## src/rtl/uart_link_pkg.sv

```systemverilog
// Shared types and default constants for the UART transmit link.
// Used by the TX arbiter and its round-robin picker.
package uart_link_pkg;

    typedef enum logic [1:0] {
        IDLE = 2'd0,
        ARB  = 2'd1,
        XFER = 2'd2
    } state_e;

    localparam int DATA_WIDTH_DEF = 8;
    localparam int FIFO_DEPTH_DEF = 10;

endpackage

```

## src/rtl/uart_rr_pick.sv

```systemverilog
// Round-robin picker: first requester at or above ptr_i, wrapping.
// Purely combinational.
module uart_rr_pick
    import uart_link_pkg::*;
#(
    parameter int N = 4,
    parameter int W = $clog2(N)
) (
    input  logic [N-1:0] req_i,
    input  logic [W-1:0] ptr_i,
    output logic [W-1:0] idx_o,
    output logic         found_o
);

    int c;

    always_comb begin
        idx_o   = '0;
        found_o = 1'b0;
        c       = 0;
        for (int k = 0; k < N; k++) begin
            c = int'(ptr_i) + k;
            if (c >= N) c = c - N;
            if (!found_o && req_i[W'(c)]) begin
                found_o = 1'b1;
                idx_o   = W'(c);
            end
        end
    end

endmodule

```

## src/rtl/uart_tx_arbiter.sv

```systemverilog
// Round-robin arbiter feeding a credit-tracked TX FIFO, with
// message-level grants, stall timeout and overflow detection.
module uart_tx_arbiter
    import uart_link_pkg::*;
#(
    parameter int DATA_WIDTH = DATA_WIDTH_DEF,
    parameter int NUM_REQ    = 4,
    parameter int FIFO_DEPTH = FIFO_DEPTH_DEF,
    parameter int TIMEOUT    = 255
) (
    input  logic                            clk,
    input  logic                            reset_n,
    input  logic                            ena,
    input  logic [NUM_REQ*DATA_WIDTH-1:0]   req_data,
    input  logic [NUM_REQ-1:0]              req_valid,
    input  logic [NUM_REQ-1:0]              req_last,
    output logic [NUM_REQ-1:0]              req_ready,
    output logic [DATA_WIDTH-1:0]           fifo_data,
    output logic                            fifo_push,
    input  logic                            fifo_pop,
    output logic [$clog2(NUM_REQ)-1:0]      grant,
    output logic                            busy,
    output logic [$clog2(FIFO_DEPTH+1)-1:0] credits,
    output logic                            err_overflow,
    output logic                            timeout_evt
);

    localparam int GW = $clog2(NUM_REQ);
    localparam int CW = $clog2(FIFO_DEPTH + 1);
    localparam int IW = $clog2(TIMEOUT + 1);
    localparam logic [CW-1:0] FULL     = CW'(FIFO_DEPTH);
    localparam logic [IW-1:0] IDLE_MAX = IW'(TIMEOUT - 1);
    localparam logic [GW-1:0] LAST_IDX = GW'(NUM_REQ - 1);

    state_e                  state_q;
    logic [GW-1:0]           ptr_q;
    logic [GW-1:0]           grant_q;
    logic [CW-1:0]           credits_q;
    logic [IW-1:0]           idle_q;
    logic                    push_q;
    logic                    ovf_q;
    logic                    tmo_q;
    logic [DATA_WIDTH-1:0]   data_q;

    logic [GW-1:0]           pick_idx;
    logic                    pick_found;
    logic                    can_send;
    logic                    accept;
    logic                    pop_en;
    logic                    cur_last;
    logic [DATA_WIDTH-1:0]   cur_data;
    logic [GW-1:0]           ptr_next;

    uart_rr_pick #(
        .N (NUM_REQ),
        .W (GW)
    ) u_pick (
        .req_i   (req_valid),
        .ptr_i   (ptr_q),
        .idx_o   (pick_idx),
        .found_o (pick_found)
    );

    assign can_send = ena && (state_q == XFER) && (credits_q != '0);

    always_comb begin
        req_ready          = '0;
        req_ready[grant_q] = can_send;
    end

    assign accept   = can_send && req_valid[grant_q];
    assign cur_data = req_data[int'(grant_q)*DATA_WIDTH +: DATA_WIDTH];
    assign cur_last = req_last[grant_q];
    assign pop_en   = ena && fifo_pop;
    assign ptr_next = (grant_q == LAST_IDX) ? '0 : grant_q + GW'(1);

    always_ff @(posedge clk or negedge reset_n) begin
        if (!reset_n) begin
            state_q   <= IDLE;
            ptr_q     <= '0;
            grant_q   <= '0;
            credits_q <= FULL;
            idle_q    <= '0;
            push_q    <= 1'b0;
            ovf_q     <= 1'b0;
            tmo_q     <= 1'b0;
            data_q    <= '0;
        end else if (ena) begin
            push_q <= accept;
            tmo_q  <= 1'b0;
            if (accept) data_q <= cur_data;
            // A pop with nothing outstanding is a FIFO protocol error
            if (pop_en && credits_q == FULL) ovf_q <= 1'b1;
            if (accept && !pop_en)
                credits_q <= credits_q - CW'(1);
            else if (pop_en && !accept && credits_q != FULL)
                credits_q <= credits_q + CW'(1);
            unique case (state_q)
                IDLE: if (|req_valid) state_q <= ARB;
                ARB: begin
                    if (pick_found) begin
                        grant_q <= pick_idx;
                        idle_q  <= '0;
                        state_q <= XFER;
                    end else begin
                        state_q <= IDLE;
                    end
                end
                XFER: begin
                    if (accept) begin
                        idle_q <= '0;
                        if (cur_last) begin
                            state_q <= IDLE;
                            ptr_q   <= ptr_next;
                        end
                    end else if (idle_q == IDLE_MAX) begin
                        tmo_q   <= 1'b1;
                        idle_q  <= '0;
                        state_q <= IDLE;
                        ptr_q   <= ptr_next;
                    end else begin
                        idle_q <= idle_q + IW'(1);
                    end
                end
                default: state_q <= IDLE;
            endcase
        end else begin
            tmo_q <= 1'b0;
        end
    end

    // A push registered just before ena dropped is held until ena returns
    assign fifo_push    = push_q & ena;
    assign fifo_data    = data_q;
    assign grant        = grant_q;
    assign busy         = (state_q != IDLE);
    assign credits      = credits_q;
    assign err_overflow = ovf_q;
    assign timeout_evt  = tmo_q;

endmodule

```

## config.mk

```make
export PLATFORM = sky130hd
export DESIGN_NAME = uart_tx_arbiter
export DESIGN_NICKNAME = d
export VERILOG_FILES = /design/src/rtl/uart_link_pkg.sv /design/src/rtl/uart_rr_pick.sv /design/src/rtl/uart_tx_arbiter.sv
export SDC_FILE = /design/constraint.sdc
export NUM_CORES = 1
export LEC_CHECK = 0
export ABC_AREA = 1
export BUFFER_PORTS_ARGS = -buffer_cell sky130_fd_sc_hd__buf_2
export CAP_MARGIN = 20
export CORE_MARGIN = 4
export CORE_UTILIZATION = 52
export DETAILED_ROUTE_END_ITERATION = 16
export PLACE_DENSITY = 0.9
export SYNTH_ARGS = -nofsm -noshare
export SYNTH_HDL_FRONTEND = slang
export SYNTH_HIERARCHICAL = 1
export SYNTH_SLANG_ARGS = --single-unit
```

## constraint.sdc

```tcl
create_clock -name clk -period 2.12 [get_ports clk]
set_input_delay 0.318 -clock clk [delete_from_list [all_inputs] [get_ports clk]]
set_output_delay 0.318 -clock clk [all_outputs]
set_load 0.005 [all_outputs]
```

==> impl_metrics.py <==
metrics = {
    "outcome": {
        "status": "finished, final reports clean",
    },
    "critical_path": {
        "r2r-start": "ptr_q[0]",
        "ff2ff_setup_slack_ns": 0.1,
        "start_kind": "flip-flop",
        "critPathCaptureType": "flip-flop",
        "timing.rr.end": "idle_q[7]",
        "critPathKind": "reg2reg",
        "ff2ff_path_depth": 14,
        "worst-path-max-fanout": 7,
        "worstPathArrival_ns": 2.23,
        "crit_required_ns": 2.33,
    },
    "layout": {
        "final_area_um2": 2760,
        "multiInputGateArea_um2": 1280,
        "fillCellCount": 331,
        "drive_gt1_share_pct": 33.1,
        "nets": 437,
        "synthToLayoutAreaGrowth_pct": 25.8,
        "final-seq-area_um2": 732,
        "num_antenna_cells": 0,
        "instances_no_fill": 437,
    },
    "cts": {
        "cts.sinks": 29,
        "clkTransAtPathRegs_ns": 0.07,
        "clockBufferDepth": 2,
        "insertion_delay_ns": 0.28,
        "htree_num_levels": 2,
        "root_buffer": "clkbuf_8",
        "cts_tree": "built",
        "postCtsHoldBufs": 0,
        "cts_inserted_buffers": 5,
    },
    "timing": {
        "fmax_ghz": 0.494,
        "worst_pin_slew_ns": 0.665,
        "setup_slack_ns": 0.0958,
        "finalSetupTns_ns": 0,
        "fin_crit_sh_pct": 95.5,
        "layout_min_cycle_time_ns": 2.02,
        "clock_skew_ns": 0.00430,
        "setup_viol": 0,
        "slew_viol_final": 0,
        "max-slew-margin-rel_pct": 55.7,
        "rsz0062_at_grt": "true",
        "hold_viol": 0,
    },
    "synthesis": {
        "synth.area.top_cells": "dfrtp_1 (31%), nand2_1 (10%), nor2_1 (9.4%)",
        "yosys_warnings": 6,
        "synth-seq-cells": 29,
        "synth_top_area_share_pct": 30.9,
        "synth-edff-count": 0,
        "syn_avg_cell_area_um2": 7.06,
        "ys_seq_area_share_pct": 33.3,
        "ys.flop_type": "dfrtp_1",
        "syn_area_um2": 2190,
        "netlist_top_cells_count": "nand2_1 (59), nor2_1 (55), inv_1 (39)",
        "syn_inst": 310,
        "synth_top_area_cell": "dfrtp_1",
        "synthArstFlopShare_pct": 100,
        "yosysUniqueCellTypes": 34,
        "synth.most_common_cell": "nand2_1",
        "syn-num-nets": 361,
    },
    "pwr": {
        "cellLeakagePower_nw": 1.45,
        "power.total_mw": 3.21,
        "power_density_nw_per_um2": 1170,
        "ir_drop_mv": 0.596,
    },
    "floorplan": {
        "start_util_pct": 54.3,
        "core_area_um2": 4030,
        "die_w_um": 72.9,
        "die_area_um2": 5310,
        "ioPinCount": 66,
        "num_rows": 23,
        "die_h_um": 72.9,
    },
    "routing": {
        "drc": 0,
        "vias": 2319,
        "postRouteAntennaNets": 0,
        "viasPerCell": 5.31,
        "drt_iter0_drc": 142,
        "first_pass_iters": 5,
        "wl_per_cell_um": 12.8,
        "wl_um": 5580,
    },
    "grt": {
        "grt_start_max_net_pins": 30,
        "grtUsageTotal_pct": 21.6,
        "grt_pass1_wl_um": 9070,
        "gr-total-overflow": 0,
        "antenna_found_initial": 0,
        "grt_pass1_vias": 2172,
    },
    "placed_design": {
        "dp_slack_ns": 0.0432,
        "port_buffers": 65,
        "dp.cells": 426,
        "gp_routability_congestion": 0.930,
        "placed_cell_area_um2": 2600,
        "dp_hpwl_um": 4190,
    },
    "job": {
        "cap_violations": 0,
    },
    "hold_path": {
        "min_path_type": "in2async",
    },
}
placed cells by master (no fill, tap or decap), types with 8 or more instances in the layout:
master    n
a31oi_1   8
buf_2    65
buf_4    11
dfrtp_1  24
inv_1    38
nand2_1  59
nand2_2  11
nand3_1  15
nor2_1   54
o21ai_0  23
worst max path at each step:
stage | startpoint | endpoint | slack (ns) | depth (start not counted)
after floorplan | ptr_q[0] | idle_q[7] | 0.18 | 14
after global placement | ptr_q[0] | idle_q[7] | 0.17 | 14
after detailed placement | ptr_q[0] | idle_q[7] | 0.04 | 15
after CTS | ptr_q[0] | idle_q[7] | 0.005 | 13
after global routing | ptr_q[0] | idle_q[7] | -0.05 | 14
final | ptr_q[0] | idle_q[7] | 0.1 | 14
through the flow:
stage	hold slack (ns)	util, %
floorplan	0.0224	-
global placement	0.376	64.6
detailed placement	0.393	64.6
CTS	0.0859	66.8
global route	0.118	68.4
finish	0.0643	68.4
what timing repair did:
item / in CTS / in global routing
resized for setup: 0 / 11
hold endpoints to repair: 0 / 0
endpoints found under the setup margin: 0 / 4
buffers inserted: 0 / 3
area by class of cell:
type                    instances  area share (%)
flip-flops and latches         29            26.6
clock buffers                   8            3.27
well taps                      50            2.27
repair buffers                 77            15.2
inverters                      45            6.13
multi-input cells             228            46.5
kinds of logic (layout without fill, tap and decap cells):
family / count (synthesis) / after routing / synth area share (%)
buf+inv: 53 / 130 / 9.71
flops: 29 / 29 / 33.3
fa+ha+maj: 7 / 7 / 4.00
xor+xnor: 4 / 4 / 1.60
compound gates: 50 / 50 / 13.8
simple gates: 167 / 167 / 37.7
state kept, by name, indices dropped and copies added, names as in the netlist:
name,count
fifo_data,8
idle_q,8
credits,4
grant,2
ptr_q,2
state_q,2
err_overflow,1
push_q,1
timeout_evt,1
per-layer routing:
layer | track usage, % | vias to the layer above | part of all wire (%)
li1 | - | 1147 | -
met1 | 25.5 | 1075 | 40
met3 | 4.82 | 10 | 7.1
met4 | 7.17 | 0 | 1.4
met2 | 38.6 | 87 | 52
met5 | 0 | - | 0
worst max-delay path, stage by stage (launching register included):
cell and delay [ns]:
dfrtp_2 0.45, buf_6 0.15, nand2_2 0.09, nand3_2 0.12
nand2_4 0.11, nor2_4 0.05, nand3b_1 0.12, nand4_4 0.12
nand2_4 0.12, nand4_4 0.10, nor2_4 0.13, nand2_1 0.07
o21bai_1 0.13, nand2_1 0.08, nor2_1 0.11
report_power, final:
part | leakage (nW) | internal [mW] | switching, mW
Clock | 0.0455 | 0.265 | 0.222
Sequential | 0.361 | 0.758 | 0.191
Combinational | 1.05 | 0.717 | 1.06
Total | 1.45 | 1.74 | 1.47
(Power assumes the default switching activity.)
